--- src/rtl/mux_pkg.sv ---
// Shared constants and helpers for the stream multiplexer.
package mux_pkg;

    localparam int unsigned MODE_SEL = 0;
    localparam int unsigned MODE_RR  = 1;

    // Index width for n items, never narrower than one bit.
    function automatic int unsigned clog2_min1(input int unsigned n);
        int unsigned r;
        r = $clog2(n);
        return (r < 1) ? 1 : r;
    endfunction

endpackage

--- src/rtl/rr_arbiter.sv ---
// Combinational rotate-priority arbiter: first request at or after ptr wins.
module rr_arbiter
    import mux_pkg::*;
#(
    parameter int unsigned NUM_IN = 4,
    parameter int unsigned SEL_W  = clog2_min1(NUM_IN)
) (
    input  logic [NUM_IN-1:0] req,
    input  logic [SEL_W-1:0]  ptr,
    output logic              gnt_valid,
    output logic [SEL_W-1:0]  gnt_idx
);

    localparam int unsigned SUM_W = SEL_W + 1;

    logic [SUM_W-1:0] cand;

    // Scan offsets from farthest to nearest so the nearest requester is the final winner.
    always_comb begin
        gnt_valid = 1'b0;
        gnt_idx   = '0;
        cand      = '0;
        for (int k = int'(NUM_IN) - 1; k >= 0; k--) begin
            cand = SUM_W'(ptr) + SUM_W'(k);
            if (cand >= SUM_W'(NUM_IN)) begin
                cand = cand - SUM_W'(NUM_IN);
            end
            if (req[cand[SEL_W-1:0]]) begin
                gnt_valid = 1'b1;
                gnt_idx   = cand[SEL_W-1:0];
            end
        end
    end

endmodule

--- src/rtl/mux_stream_arb.sv ---
// N-input stream multiplexer with explicit-select or round-robin grant and one output register.
module mux_stream_arb
    import mux_pkg::*;
#(
    parameter int unsigned WIDTH  = 32,
    parameter int unsigned NUM_IN = 4,
    parameter int unsigned MODE   = MODE_SEL,
    parameter int unsigned SEL_W  = clog2_min1(NUM_IN)
) (
    input  logic                    clk,
    input  logic                    rst,
    input  logic [NUM_IN*WIDTH-1:0] in_data,
    input  logic [NUM_IN-1:0]       in_valid,
    output logic [NUM_IN-1:0]       in_ready,
    input  logic [SEL_W-1:0]        sel,
    output logic [WIDTH-1:0]        out_data,
    output logic                    out_valid,
    input  logic                    out_ready,
    output logic [SEL_W-1:0]        out_chan
);

    logic             load;
    logic             xfer;
    logic             gnt_valid;
    logic [SEL_W-1:0] gnt_idx;
    logic [WIDTH-1:0] gnt_data;

    // Output stage can accept when empty or being drained this cycle.
    assign load     = !out_valid || out_ready;
    assign xfer     = load && gnt_valid;
    assign in_ready = xfer ? (NUM_IN'(1) << gnt_idx) : '0;

    if (MODE == MODE_RR) begin : g_rr
        logic [SEL_W-1:0] ptr;
        logic             unused_sel;

        assign unused_sel = ^sel;

        rr_arbiter #(
            .NUM_IN (NUM_IN),
            .SEL_W  (SEL_W)
        ) u_arb (
            .req       (in_valid),
            .ptr       (ptr),
            .gnt_valid (gnt_valid),
            .gnt_idx   (gnt_idx)
        );

        // Priority pointer moves just past the channel that last transferred.
        always_ff @(posedge clk or posedge rst) begin
            if (rst) begin
                ptr <= '0;
            end else if (xfer) begin
                ptr <= (gnt_idx == SEL_W'(NUM_IN - 1)) ? '0 : gnt_idx + SEL_W'(1);
            end
        end
    end else begin : g_sel
        // Explicit select; an out-of-range sel matches no channel and never grants.
        always_comb begin
            gnt_valid = 1'b0;
            gnt_idx   = sel;
            for (int i = 0; i < int'(NUM_IN); i++) begin
                if (sel == SEL_W'(i) && in_valid[i]) begin
                    gnt_valid = 1'b1;
                end
            end
        end
    end

    // Data mux for the granted channel.
    always_comb begin
        gnt_data = '0;
        for (int i = 0; i < int'(NUM_IN); i++) begin
            if (gnt_idx == SEL_W'(i)) begin
                gnt_data = in_data[i*WIDTH +: WIDTH];
            end
        end
    end

    // Output register: refill on transfer, otherwise empty when drained.
    always_ff @(posedge clk or posedge rst) begin
        if (rst) begin
            out_valid <= 1'b0;
            out_data  <= '0;
            out_chan  <= '0;
        end else if (xfer) begin
            out_valid <= 1'b1;
            out_data  <= gnt_data;
            out_chan  <= gnt_idx;
        end else if (out_ready) begin
            out_valid <= 1'b0;
        end
    end

endmodule

--- config.mk ---
export PLATFORM = sky130hd
export DESIGN_NAME = mux_stream_arb
export DESIGN_NICKNAME = d
export VERILOG_FILES = /design/src/rtl/mux_pkg.sv /design/src/rtl/rr_arbiter.sv /design/src/rtl/mux_stream_arb.sv
export SDC_FILE = /design/constraint.sdc
export NUM_CORES = 1
export LEC_CHECK = 0
export ABC_AREA = 1
export BUFFER_PORTS_ARGS = -buffer_cell sky130_fd_sc_hd__clkbuf_2
export CORE_MARGIN = 10
export CORE_UTILIZATION = 40
export DETAILED_ROUTE_END_ITERATION = 12
export GPL_ROUTABILITY_DRIVEN = 0
export PLACE_DENSITY = 0.83
export REMOVE_ABC_BUFFERS = 1
export SLEW_MARGIN = 0
export SYNTH_ARGS = -nofsm -noshare
export SYNTH_HDL_FRONTEND = slang
export SYNTH_SLANG_ARGS = --single-unit
--- constraint.sdc ---
create_clock -name clk -period 1.3 [get_ports clk]
set_input_delay 0.065 -clock clk [delete_from_list [all_inputs] [get_ports clk]]
set_output_delay 0.065 -clock clk [all_outputs]
set_load 0.01 [all_outputs]
# After elaboration in Yosys (flattened, before gate mapping)
# Index checks and enable logic that the tools add are counted.
[word_totals] inputBits=137 ff_bits=35 memories=0 latch_bits=0 output_inout_bits=39 mem_bits_rw=0 rom_bits=0 elab_cells=27
[classes] n_bitwise=0 reduce_logical=9 muxes=11 addsub=0 n_shift=1 eq_ne=3 order_cmp=0 multipliers=0 n_div=0
[op_table] cell="$mux W32" n=4
[op_table] cell="$mux W1" n=6
[op_table] cell="$logic_and A1 B1 Y1" n=5
[op_table] cell="$eq A2 B2 Y1 const B" n=2
[op_table] cell="$mux W4" n=1
[op_table] cell="$shl A1 B2 Y4 const A" n=1
[op_table] cell="$eq A2 B1 Y1 const B" n=1
[op_table] cell="$logic_not A2 Y1" n=1
[op_table] cell="$reduce_bool A2 Y1" n=1
[op_table] cell="$logic_not A1 Y1" n=1
[op_table] cell="$logic_or A1 B1 Y1" n=1

# Depth between registers and ports, before layout
# Gate-level depths: netlist of run 1.
[logic_depth] ltp_word=8 depth_mapped=9 ltp_nobuf=7

# Least setup slack after synthesis of run 1
# OpenSTA, ideal clock, no wires.
[synth_timing] path_kind="register to register" start="register out_valid" end="register out_data[24]" t_arrival_ns=1.146 synth_period_minus_slack_ns=1.211 required_ns=1.235 n_path_buf=1 setup_slack_ns=0.089 setup_time_ns=0.065 stages_incl_launch_ff=8 cell_sequence="dfrtp_1 -> inv_1 -> nor2_1 -> inv_1 -> o21ai_4 -> buf_4 -> nand2_1 -> nand2_1"
[synth_via] elab_chain_cells=3
[synth_lines] element="start, declared" line_no="mux_stream_arb.sv:17" source="output logic out_valid,"
[synth_lines] element="start signal, assigned" line_no="mux_stream_arb.sv:83" source="out_valid <= 1'b0;"
[synth_lines] element="start signal, assigned" line_no="mux_stream_arb.sv:87" source="out_valid <= 1'b1;"
[synth_lines] element="start signal, assigned" line_no="mux_stream_arb.sv:91" source="out_valid <= 1'b0;"
[synth_lines] element="$logic_not A1 Y1" line_no="mux_stream_arb.sv:29" source="assign load = !out_valid || out_ready;"
[synth_lines] element="$logic_or A1 B1 Y1" line_no="mux_stream_arb.sv:29"
[synth_lines] element="$logic_and A1 B1 Y1" line_no="mux_stream_arb.sv:30" source="assign xfer = load && gnt_valid;"
[synth_lines] element="end signal, assigned" line_no="mux_stream_arb.sv:88" source="out_data <= gnt_data;"
[synth_lines] element="end, declared" line_no="mux_stream_arb.sv:16" source="output logic [WIDTH-1:0] out_data,"
# Every way passes these cells.
# A chain may end at the register's enable or synchronous reset.

# Worst setup path after layout of run 1
[layout_timing] start="register out_valid" end="output in_ready[3]"
[layout_via] elab_chain_cells=4
[layout_lines] element="$logic_not A1 Y1" line_no="mux_stream_arb.sv:29"
[layout_lines] element="$logic_or A1 B1 Y1" line_no="mux_stream_arb.sv:29"
[layout_lines] element="$logic_and A1 B1 Y1" line_no="mux_stream_arb.sv:30"
[layout_lines] element="$mux W4" line_no="mux_stream_arb.sv:31" source="assign in_ready = xfer ? (NUM_IN'(1) << gnt_idx) : '0;"
[layout_lines] element="end, declared" line_no="mux_stream_arb.sv:14" source="output logic [NUM_IN-1:0] in_ready,"
# Every way passes these cells.

==> results.json, run 1 <==
{
  "status": "complete, but fails checks",
  "violations": "setup timing",
  "cts.clk_slew.worst_paths_ps": 70,
  "max_slew_margin": 0.6949,
  "regToRegEndpoint": "out_data[27]",
  "yosysWarnings": 0,
  "cp-end-kind": "output port",
  "wl_met1_mm": 3.373,
  "cts-buffers-inserted": 5,
  "antenna_found_initial": 0,
  "drc": 0,
  "synth_top_family_by_area": "simple AND/OR/NAND/NOR gates",
  "max_freq_mhz": 735.8,
  "synth_common_cells": "nand2_1 (232), dfrtp_1 (35), nand4_1 (32)",
  "timing.rr.start": "out_valid",
  "viasPerCell": 4.862,
  "hold_class": "in -> reg",
  "p_int_mw": 2.428,
  "first_iter_violations": 100,
  "cpPeakStageDelay_ps": 400,
  "synth_compound_area_frac": 0.007361,
  "grt_util_all_layers": 0.1856,
  "netlist_instances": 347,
  "netSwitchingFraction": 0.3522,
  "ys_ff_latch": 35,
  "crit_arrival_ps": 1290,
  "num_antenna_cells": 0,
  "finalSetupTns_ps": -223.0,
  "nNetsFinal": 674,
  "slowest_stage": "dfrtp_1",
  "hold_violations": 0,
  "initial_core_util": 0.4063,
  "synth_top_area_share": 0.3964,
  "post-place-ws_ps": -111.2,
  "async_flop_share": 1.000,
  "rows": 27,
  "top_layer": "met4",
  "htreeDepth": 2,
  "wl_per_cell_um": 14.51,
  "grt_pass1_wl_mm": 13.61,
  "synth_area_leaders": "dfrtp_1 (40%), nand2_1 (39%), nand4_1 (9.1%)",
  "synth-main-ff-cell": "dfrtp_1",
  "chipWidth_um": 94.33,
  "clockBufferDepth": 2,
  "synthAdderAreaFrac": 0,
  "wirelength_mm": 8.834,
  "netlist_area_sq_um": 2210,
  "synth_mux_area_frac": 0,
  "dieHeight_um": 94.33,
  "cts_tree": "yes",
  "die-area_sq_um": 8897,
  "crit_required_ps": 1240,
  "maxSlewViolCount": 0,
  "timing.final.crit_share": 1.045,
  "worstMarginPinSlew_ps": 457.7,
  "timing.final.ws_setup_ps": -59.15,
  "finalSetupViolCount": 8,
  "path_class": "reg -> out",
  "dp_hpwl_mm": 6.615,
  "holdCritStartpoint": "in_data[76]",
  "p_per_area_nw_per_um2": 1051,
  "io_pins": 176,
  "fp.coreArea_sq_um": 5439,
  "ir_drop_mv": 0.5629,
  "portBuffers": 175,
  "antenna_left": 0,
  "synth_top_area_cell": "dfrtp_1",
  "synth_cell_types": 15,
  "drive_above_1_share": 0.4469,
  "drv_cap": 0,
  "r2r_setup_slack_ps": -10,
  "path_max_fanout": 4,
  "path_cells": "inv_2 -> nor2_4 -> inv_2 -> o21ai_4 -> buf_12 -> nor2_4 -> buf_6",
  "period_needed_ps": 1359,
  "clockPowerShare": 0.209,
  "rr_worst_depth": 9,
  "synth_edf_count": 0,
  "clock-sinks": 35,
  "holdPathEnd": "out_data[12]",
  "met2_length_mm": 4.390,
  "p_switching_mw": 1.320,
  "leakagePower_nw": 2.064,
  "gr-total-overflow": 0,
  "grt_pass1_vias": 3016,
  "layout-area-overhead-vs-synth_pct": 61.49,
  "combPwrFrac": 0.392,
  "clk_latency_ps": 280,
  "skew_ps": 3.831,
  "drtPass1Iterations": 4,
  "synthSimpleGateAreaFrac": 0.5277,
  "rsz0062_at_grt": "yes",
  "synthXorXnorAreaFrac": 0,
  "avgSynthCellArea_sq_um": 6.368,
  "whs_path_depth": 5,
  "critPathLaunch": "out_valid",
  "seq_power_share": 0.399,
  "root_buffer": "clkbuf_8",
  "yosysSeqAreaShare": 0.3964,
  "post-synth-top-count-cell": "nand2_1",
  "via_count": 2961,
  "start_kind": "flop",
  "met3_length_um": 906,
  "fill_cells": 500,
  "grt_max_degree": 36
}
==> registers in the layout, summed over array words and instances (netlist names) <==
signal / cells
out_data: 32
out_valid: 1
out_chan: 2
==> power groups by stage <==
stage / combinational [mW] / clock [mW] / sequential [mW]
floorplan: 0.463 / 0 / 1.60
CTS: 1.36 / 0.807 / 1.47
global placement: 1.25 / 0 / 1.48
global route: 1.62 / 0.869 / 1.53
finish: 1.47 / 0.784 / 1.50
detailed placement: 1.28 / 0 / 1.49
==> what timing repair did <==
item                       CTS  global route
gates cloned                 1             1
setup buffers                6             6
gates resized for setup     12            33
pin swaps                    2             8
hold endpoints to repair    35             0
setup endpoints to repair   36            37
hold buffers                 1             0
==> critical path: cells and delay by family (launching register included) <==
| family | cells | cell delay [ps] |
|---|---|---|
| buffers and inverters | 4 | 410 |
| flip-flops | 1 | 400 |
| AND/OR/NAND/NOR | 2 | 120 |
| AO/OA/AOI/OAI | 1 | 90 |
==> worst max-delay path by stage <==
stage,to,slack [ps],depth (start not counted)
6_report,in_ready[3],-60,7
5_1_grt,in_ready[1],-120,7
4_1_cts,in_ready[2],-90,7
3_5_place_dp,out_data[25],-110,8
3_3_place_gp,out_data[25],-10,8
2_1_floorplan,out_data[0],-140,6
==> final cells by class <==
class / instances / area, sq um / share of cell area
clock buffers: 6 / 82.58 / 0.02314
clock inverters: 1 / 5.005 / 0.001403
inverters: 10 / 37.54 / 0.01052
multi-input cells: 283 / 1289 / 0.3612
flip-flops and latches: 35 / 875.8 / 0.2454
well taps: 72 / 90.09 / 0.02525
repair buffers: 202 / 1189 / 0.3331
==> per-stage QoR <==
stage / power [mW] / utilization / area (sq um) / std cells / hold slack (ps)
2_1_floorplan: 2.066 / - / 2096 / 327 / 177.5
3_3_place_gp: 2.729 / 0.5882 / 3199 / 587 / 162.2
3_5_place_dp: 2.769 / 0.5882 / 3199 / 587 / 183.9
4_1_cts: 3.635 / 0.6230 / 3388 / 602 / 78.72
5_1_grt: 4.017 / 0.6561 / 3568 / 609 / 88.11
6_report: 3.749 / 0.6561 / 3568 / 609 / 82.73
==> placed cells by master (no fill, tap or decap), types with 6 or more instances in the layout <==
| cell | synthesis | final |
|---|---|---|
| dfrtp_1 | 35 | 35 |
| clkbuf_2 | 0 | 171 |
| nand4_1 | 32 | 32 |
| nand2_2 | 2 | 13 |
| nand2_1 | 232 | 218 |
| buf_6 | 0 | 6 |
| inv_1 | 8 | 6 |
| buf_4 | 8 | 16 |
| nor2_4 | 2 | 7 |
| clkbuf_8 | 0 | 6 |
==> per-layer routing <==
metal	up-vias	GRT usage
li1	1464	-
met5	-	0
met1	1336	0.2143
met4	0	0.05316
met2	145	0.3141
met3	16	0.06795
==> logic make-up (layout without fill, tap and decap cells) <==
logic type / after synthesis / count (layout)
AND/OR/NAND/NOR: 281 / 282
buffers and inverters: 30 / 219
flip-flops: 35 / 35
AO/OA/AOI/OAI: 1 / 1
(Power assumes the default switching activity.)
==> run 2: changes to the inputs <==
==> constraint.sdc (replaced) <==
create_clock -name clk -period 1.3 [get_ports clk]
set_input_delay 0.26 -clock clk [delete_from_list [all_inputs] [get_ports clk]]
set_output_delay 0.26 -clock clk [all_outputs]
set_load 0.01 [all_outputs]
==> results.json, run 2 (same netlist as run 1, synthesis figures left out) <==
{
  "max_slew_margin": 0.7061,
  "timing.final.ws_setup_ps": -194.5,
  "cts-buffers-inserted": 5,
  "clock-sinks": 35,
  "holdWs_ps": 53.72,
  "fill_cells": 498,
  "num_antenna_cells": 0,
  "ir_drop_mv": 0.5443,
  "viasPerCell": 4.745,
  "timing.rr.start": "out_valid",
  "first_iter_violations": 79,
  "grt_pass1_wl_mm": 13.34,
  "cts_tree": "yes",
  "r2r_setup_slack_ps": 90,
  "regToRegEndpoint": "out_data[14]",
  "violations": "setup timing",
  "rows": 27,
  "grt_max_degree": 36,
  "crit_arrival_ps": 1230,
  "dpl_cell_area_sq_um": 3232,
  "layout-area-overhead-vs-synth_pct": 54.81,
  "leakagePower_nw": 2.011,
  "p_per_area_nw_per_um2": 1050,
  "htreeDepth": 2,
  "grt_pass1_vias": 2949,
  "antenna_left": 0,
  "wirelength_mm": 8.613,
  "path_class": "reg -> out",
  "die-area_sq_um": 8897,
  "via_count": 2871,
  "wl_per_cell_um": 14.24,
  "reg_top3": "out_data x32, out_chan x2, out_valid x1",
  "grt_util_all_layers": 0.1837,
  "path_max_fanout": 2,
  "max_freq_mhz": 669.1,
  "dieHeight_um": 94.33,
  "cts.clk_slew.worst_paths_ps": 60,
  "gr-total-overflow": 0,
  "nNetsFinal": 670,
  "antenna_found_initial": 0,
  "period_needed_ps": 1494,
  "fp.coreArea_sq_um": 5439,
  "drive_above_1_share": 0.4146,
  "worstMarginPinSlew_ps": 440.8,
  "dp_hpwl_mm": 6.734,
  "root_buffer": "clkbuf_8",
  "initial_core_util": 0.4063,
  "regMostFlops": "out_data",
  "largest_reg_flops": 32,
  "drc": 0,
  "stdcell_area_sq_um": 3421,
  "cp-end-kind": "output port",
  "chipWidth_um": 94.33,
  "status": "complete, but fails checks",
  "crit_required_ps": 1040,
  "rr_worst_depth": 7,
  "hold_violations": 0,
  "rsz0062_at_grt": "yes",
  "portBuffers": 175,
  "maxSlewViolCount": 0,
  "finalSetupViolCount": 4,
  "drtPass1Iterations": 4,
  "skew_ps": 4.658,
  "clk_latency_ps": 280,
  "io_pins": 176,
  "drv_cap": 0,
  "start_kind": "flop",
  "hold_class": "in -> async",
  "finalSetupTns_ps": -647.9,
  "layout_commonest_cell": "nand2_1",
  "timing.final.crit_share": 1.150,
  "layout_common_cells": "nand2_1 (232), clkbuf_2 (172), dfrtp_1 (35)",
  "clockBufferDepth": 2
}
-- run 2: cell types whose count changed in the layout (fill, tap and decap cells not counted), moves of 3 or more --
cell,before,now
nand2_2,13,2
nand2_1,218,232
nor2_4,7,4
buf_6,6,2
nand2_4,3,0
-- run 2: how the worst max path moves through the flow --
stage | start | cells after the start | endpoint
after global placement | sel[0] | 8 | out_data[10]
after floorplan | sel[1] | 6 | out_data[0]
after global routing | out_valid | 7 | in_ready[2]
after CTS | out_valid | 7 | in_ready[2]
final | out_valid | 7 | in_ready[2]
after detailed placement | sel[0] | 8 | out_data[14]
-- run 2: area by class of cell --
cell class | instances | area [sq um] | share of cell area
multi-input cells | 283 | 1221 | 0.3570
clock buffers | 6 | 82.58 | 0.02414
well taps | 72 | 90.09 | 0.02634
repair buffers | 198 | 1109 | 0.3241
flip-flops and latches | 35 | 875.8 | 0.2560
inverters | 10 | 37.54 | 0.01097
clock inverters | 1 | 5.005 | 0.001463
-- run 2: metal layers --
| layer | vias up | routed length, um | global-route usage |
|---|---|---|---|
| li1 | 1454 | - | - |
| met5 | - | 0 | 0 |
| met1 | 1278 | 3384 | 0.2161 |
| met3 | 14 | 812 | 0.05915 |
| met4 | 0 | 124 | 0.05063 |
| met2 | 125 | 4291 | 0.3129 |
-- run 2: worst max-delay path, cell delays in order (launching register included) --
cell     delay [ps]
dfrtp_1         340
inv_1            50
nor2_2          140
inv_2            70
buf_6           120
nand3_4          70
nor2_1           40
buf_2           130
-- run 2: what timing repair did --
action,4_1_cts,5_1_grt
setup buffers,1,3
hold buffers,0,0
resized for setup,7,6
endpoints found under the setup margin,36,28
pin swaps,2,5
cloned,1,0
endpoints found under the hold margin,0,0
-- run 2: report_power, final --
| group | switching, mW | total (mW) | leakage (nW) | internal, mW |
|---|---|---|---|---|
| combinational | 0.748 | 1.34 | 1.53 | 0.597 |
| sequential | 0.134 | 1.47 | 0.438 | 1.34 |
| clock | 0.359 | 0.774 | 0.0470 | 0.415 |
| total | 1.24 | 3.59 | 2.01 | 2.35 |
-- run 2: through the flow --
| step | util | worst slack, ps | std cells | power (mW) |
|---|---|---|---|---|
| floorplan | - | -331.6 | 327 | 2.066 |
| global placement | 0.5942 | -241.9 | 593 | 2.734 |
| detailed placement | 0.5942 | -328.4 | 593 | 2.774 |
| CTS | 0.6167 | -212.2 | 602 | 3.592 |
| global route | 0.6289 | -258.0 | 605 | 3.849 |
| finish | 0.6289 | -194.5 | 605 | 3.590 |
==> run 3: changes to the inputs <==
CORE_UTILIZATION = 25   (was 40)
PLACE_DENSITY = 0.56   (was 0.83)
==> results.json, run 3 (same netlist as run 1, synthesis figures left out) <==
{
  "path_cells": "inv_2 -> nor2_4 -> inv_2 -> o21ai_4 -> nor2_2 -> buf_2",
  "start_kind": "flop",
  "reg_top3": "out_data x32, out_chan x2, out_valid x1",
  "htreeDepth": 2,
  "skew_ps": 2.567,
  "hold_violations": 0,
  "final-seq-area_sq_um": 875.8,
  "grt_max_degree": 36,
  "timing.final.ws_setup_ps": -134.8,
  "hold_class": "in -> async",
  "regMostFlops": "out_data",
  "dp_hpwl_mm": 7.496,
  "dp.cells": 630,
  "wl_per_cell_um": 14.58,
  "antenna_found_initial": 0,
  "cts.clk_slew.worst_paths_ps": 70,
  "instances_no_fill": 647,
  "first_iter_violations": 145,
  "ir_drop_mv": 0.3958,
  "antenna_left": 0,
  "layout_common_cells": "nand2_1 (232), clkbuf_2 (170), dfrtp_1 (35)",
  "max_freq_mhz": 697.0,
  "slowest_stage": "dfrtp_1",
  "timing.final.crit_share": 1.104,
  "clk_latency_ps": 280,
  "rsz0062_at_grt": "yes",
  "grt_pass1_vias": 2985,
  "dpl_cell_area_sq_um": 3272,
  "via_count": 2831,
  "maxSlewViolCount": 0,
  "ctsHoldBuffers": 0,
  "viasPerCell": 4.376,
  "drv_cap": 0,
  "chipWidth_um": 114.0,
  "grt_util_all_layers": 0.1414,
  "portBuffers": 175,
  "layout_commonest_cell": "nand2_1",
  "nNetsFinal": 675,
  "fill_cells": 951,
  "worstMarginPinSlew_ps": 258.4,
  "utilization": 0.4021,
  "die-area_sq_um": 13000,
  "multiInputGateArea_sq_um": 1216,
  "post-place-ws_ps": -336.4,
  "period_needed_ps": 1435,
  "cts-buffers-inserted": 5,
  "cpPeakStageDelay_ps": 390,
  "wirelength_mm": 9.435,
  "drc": 0,
  "drive_above_1_share": 0.4174,
  "cpMostUsedCell": "inv_2",
  "leakagePower_nw": 2.033,
  "rows": 34,
  "initial_core_util": 0.2546,
  "cts_tree": "yes",
  "clockBufferDepth": 2,
  "drtPass1Iterations": 4,
  "status": "complete, but fails checks",
  "grt_pass1_wl_mm": 15.15,
  "path_class": "reg -> out",
  "max_slew_margin": 0.8277,
  "clock-sinks": 35,
  "path_max_fanout": 5,
  "gr-total-overflow": 0,
  "stdcell_area_sq_um": 3490,
  "num_antenna_cells": 0,
  "p_total_mw": 3.607,
  "fp.coreArea_sq_um": 8678,
  "largest_reg_flops": 32,
  "finalSetupViolCount": 4,
  "crit_arrival_ps": 1170,
  "layout-area-overhead-vs-synth_pct": 57.93,
  "dieHeight_um": 114.0,
  "root_buffer": "clkbuf_8",
  "cp-end-kind": "output port",
  "p_per_area_nw_per_um2": 1034,
  "crit_required_ps": 1040,
  "violations": "setup timing",
  "io_pins": 176
}
==> run 3: changes by cell type in the layout (fill, tap and decap cells not counted), moves of 2 or more <==
cell and change:
buf_4 +5, clkbuf_1 +2, buf_2 +3, buf_6 -2
clkbuf_2 -2, nor2_2 -2
==> run 3: path summary, 6_finish.rpt <==
| kind | from | end | slack (ps) | cells after the start |
|---|---|---|---|---|
| max | out_valid | in_ready[0] | -130 | 6 |
| min | rst | out_data[15] | 3 | 3 |
| max reg2reg | out_valid | out_data[5] | 80 | 8 |
| min reg2reg | out_chan[1] | out_chan[1] | 480 | 2 |
| max in group asynchronous | rst | out_data[25] | 1110 | 3 |
| min in group clk | in_data[64] | out_data[0] | 280 | 5 |
==> run 3: what timing repair did <==
item / 4_1_cts / 5_1_grt
cloned: 1 / 0
endpoints found under the setup margin: 36 / 25
pin swaps: 1 / 5
buffers inserted: 5 / 3
resized for setup: 6 / 9
==> run 3: metal layers <==
metal | global-route usage | part of all wire | wire [um]
met5 | 0 | 0 | 0
met4 | 0.03008 | 0.0057 | 54
met3 | 0.05722 | 0.097 | 912
met2 | 0.2418 | 0.49 | 4587
met1 | 0.1616 | 0.41 | 3880
==> run 3: stage by stage <==
stage / hold WS, ps / setup TNS (ps)
floorplan: 404.7 / -11730
global placement: 305.6 / -8826
detailed placement: 313.3 / -10440
CTS: 5.446 / -669.2
global route: 26.21 / -1067
finish: 2.719 / -526.9
==> run 3: area by class of cell <==
cell class | count | area share
multi-input cells | 283 | 0.3485
repair buffers | 203 | 0.3277
flip-flops and latches | 35 | 0.2510
well taps | 108 | 0.03872
clock buffers | 7 | 0.02187
inverters | 10 | 0.01076
clock inverters | 1 | 0.001434
==> run 3: power breakdown <==
| group | internal (mW) | switching [mW] |
|---|---|---|
| Clock | 0.376 | 0.371 |
| Combinational | 0.622 | 0.765 |
| Sequential | 1.34 | 0.135 |
| Total | 2.34 | 1.27 |
==> run 3: critical path, delay by kind of cell (launching register included) <==
family	cells	cell delay, ps
DFF	1	390
buffers and inverters	3	290
and+or+nand+nor	2	120
AOI/OAI and AO/OA	1	90
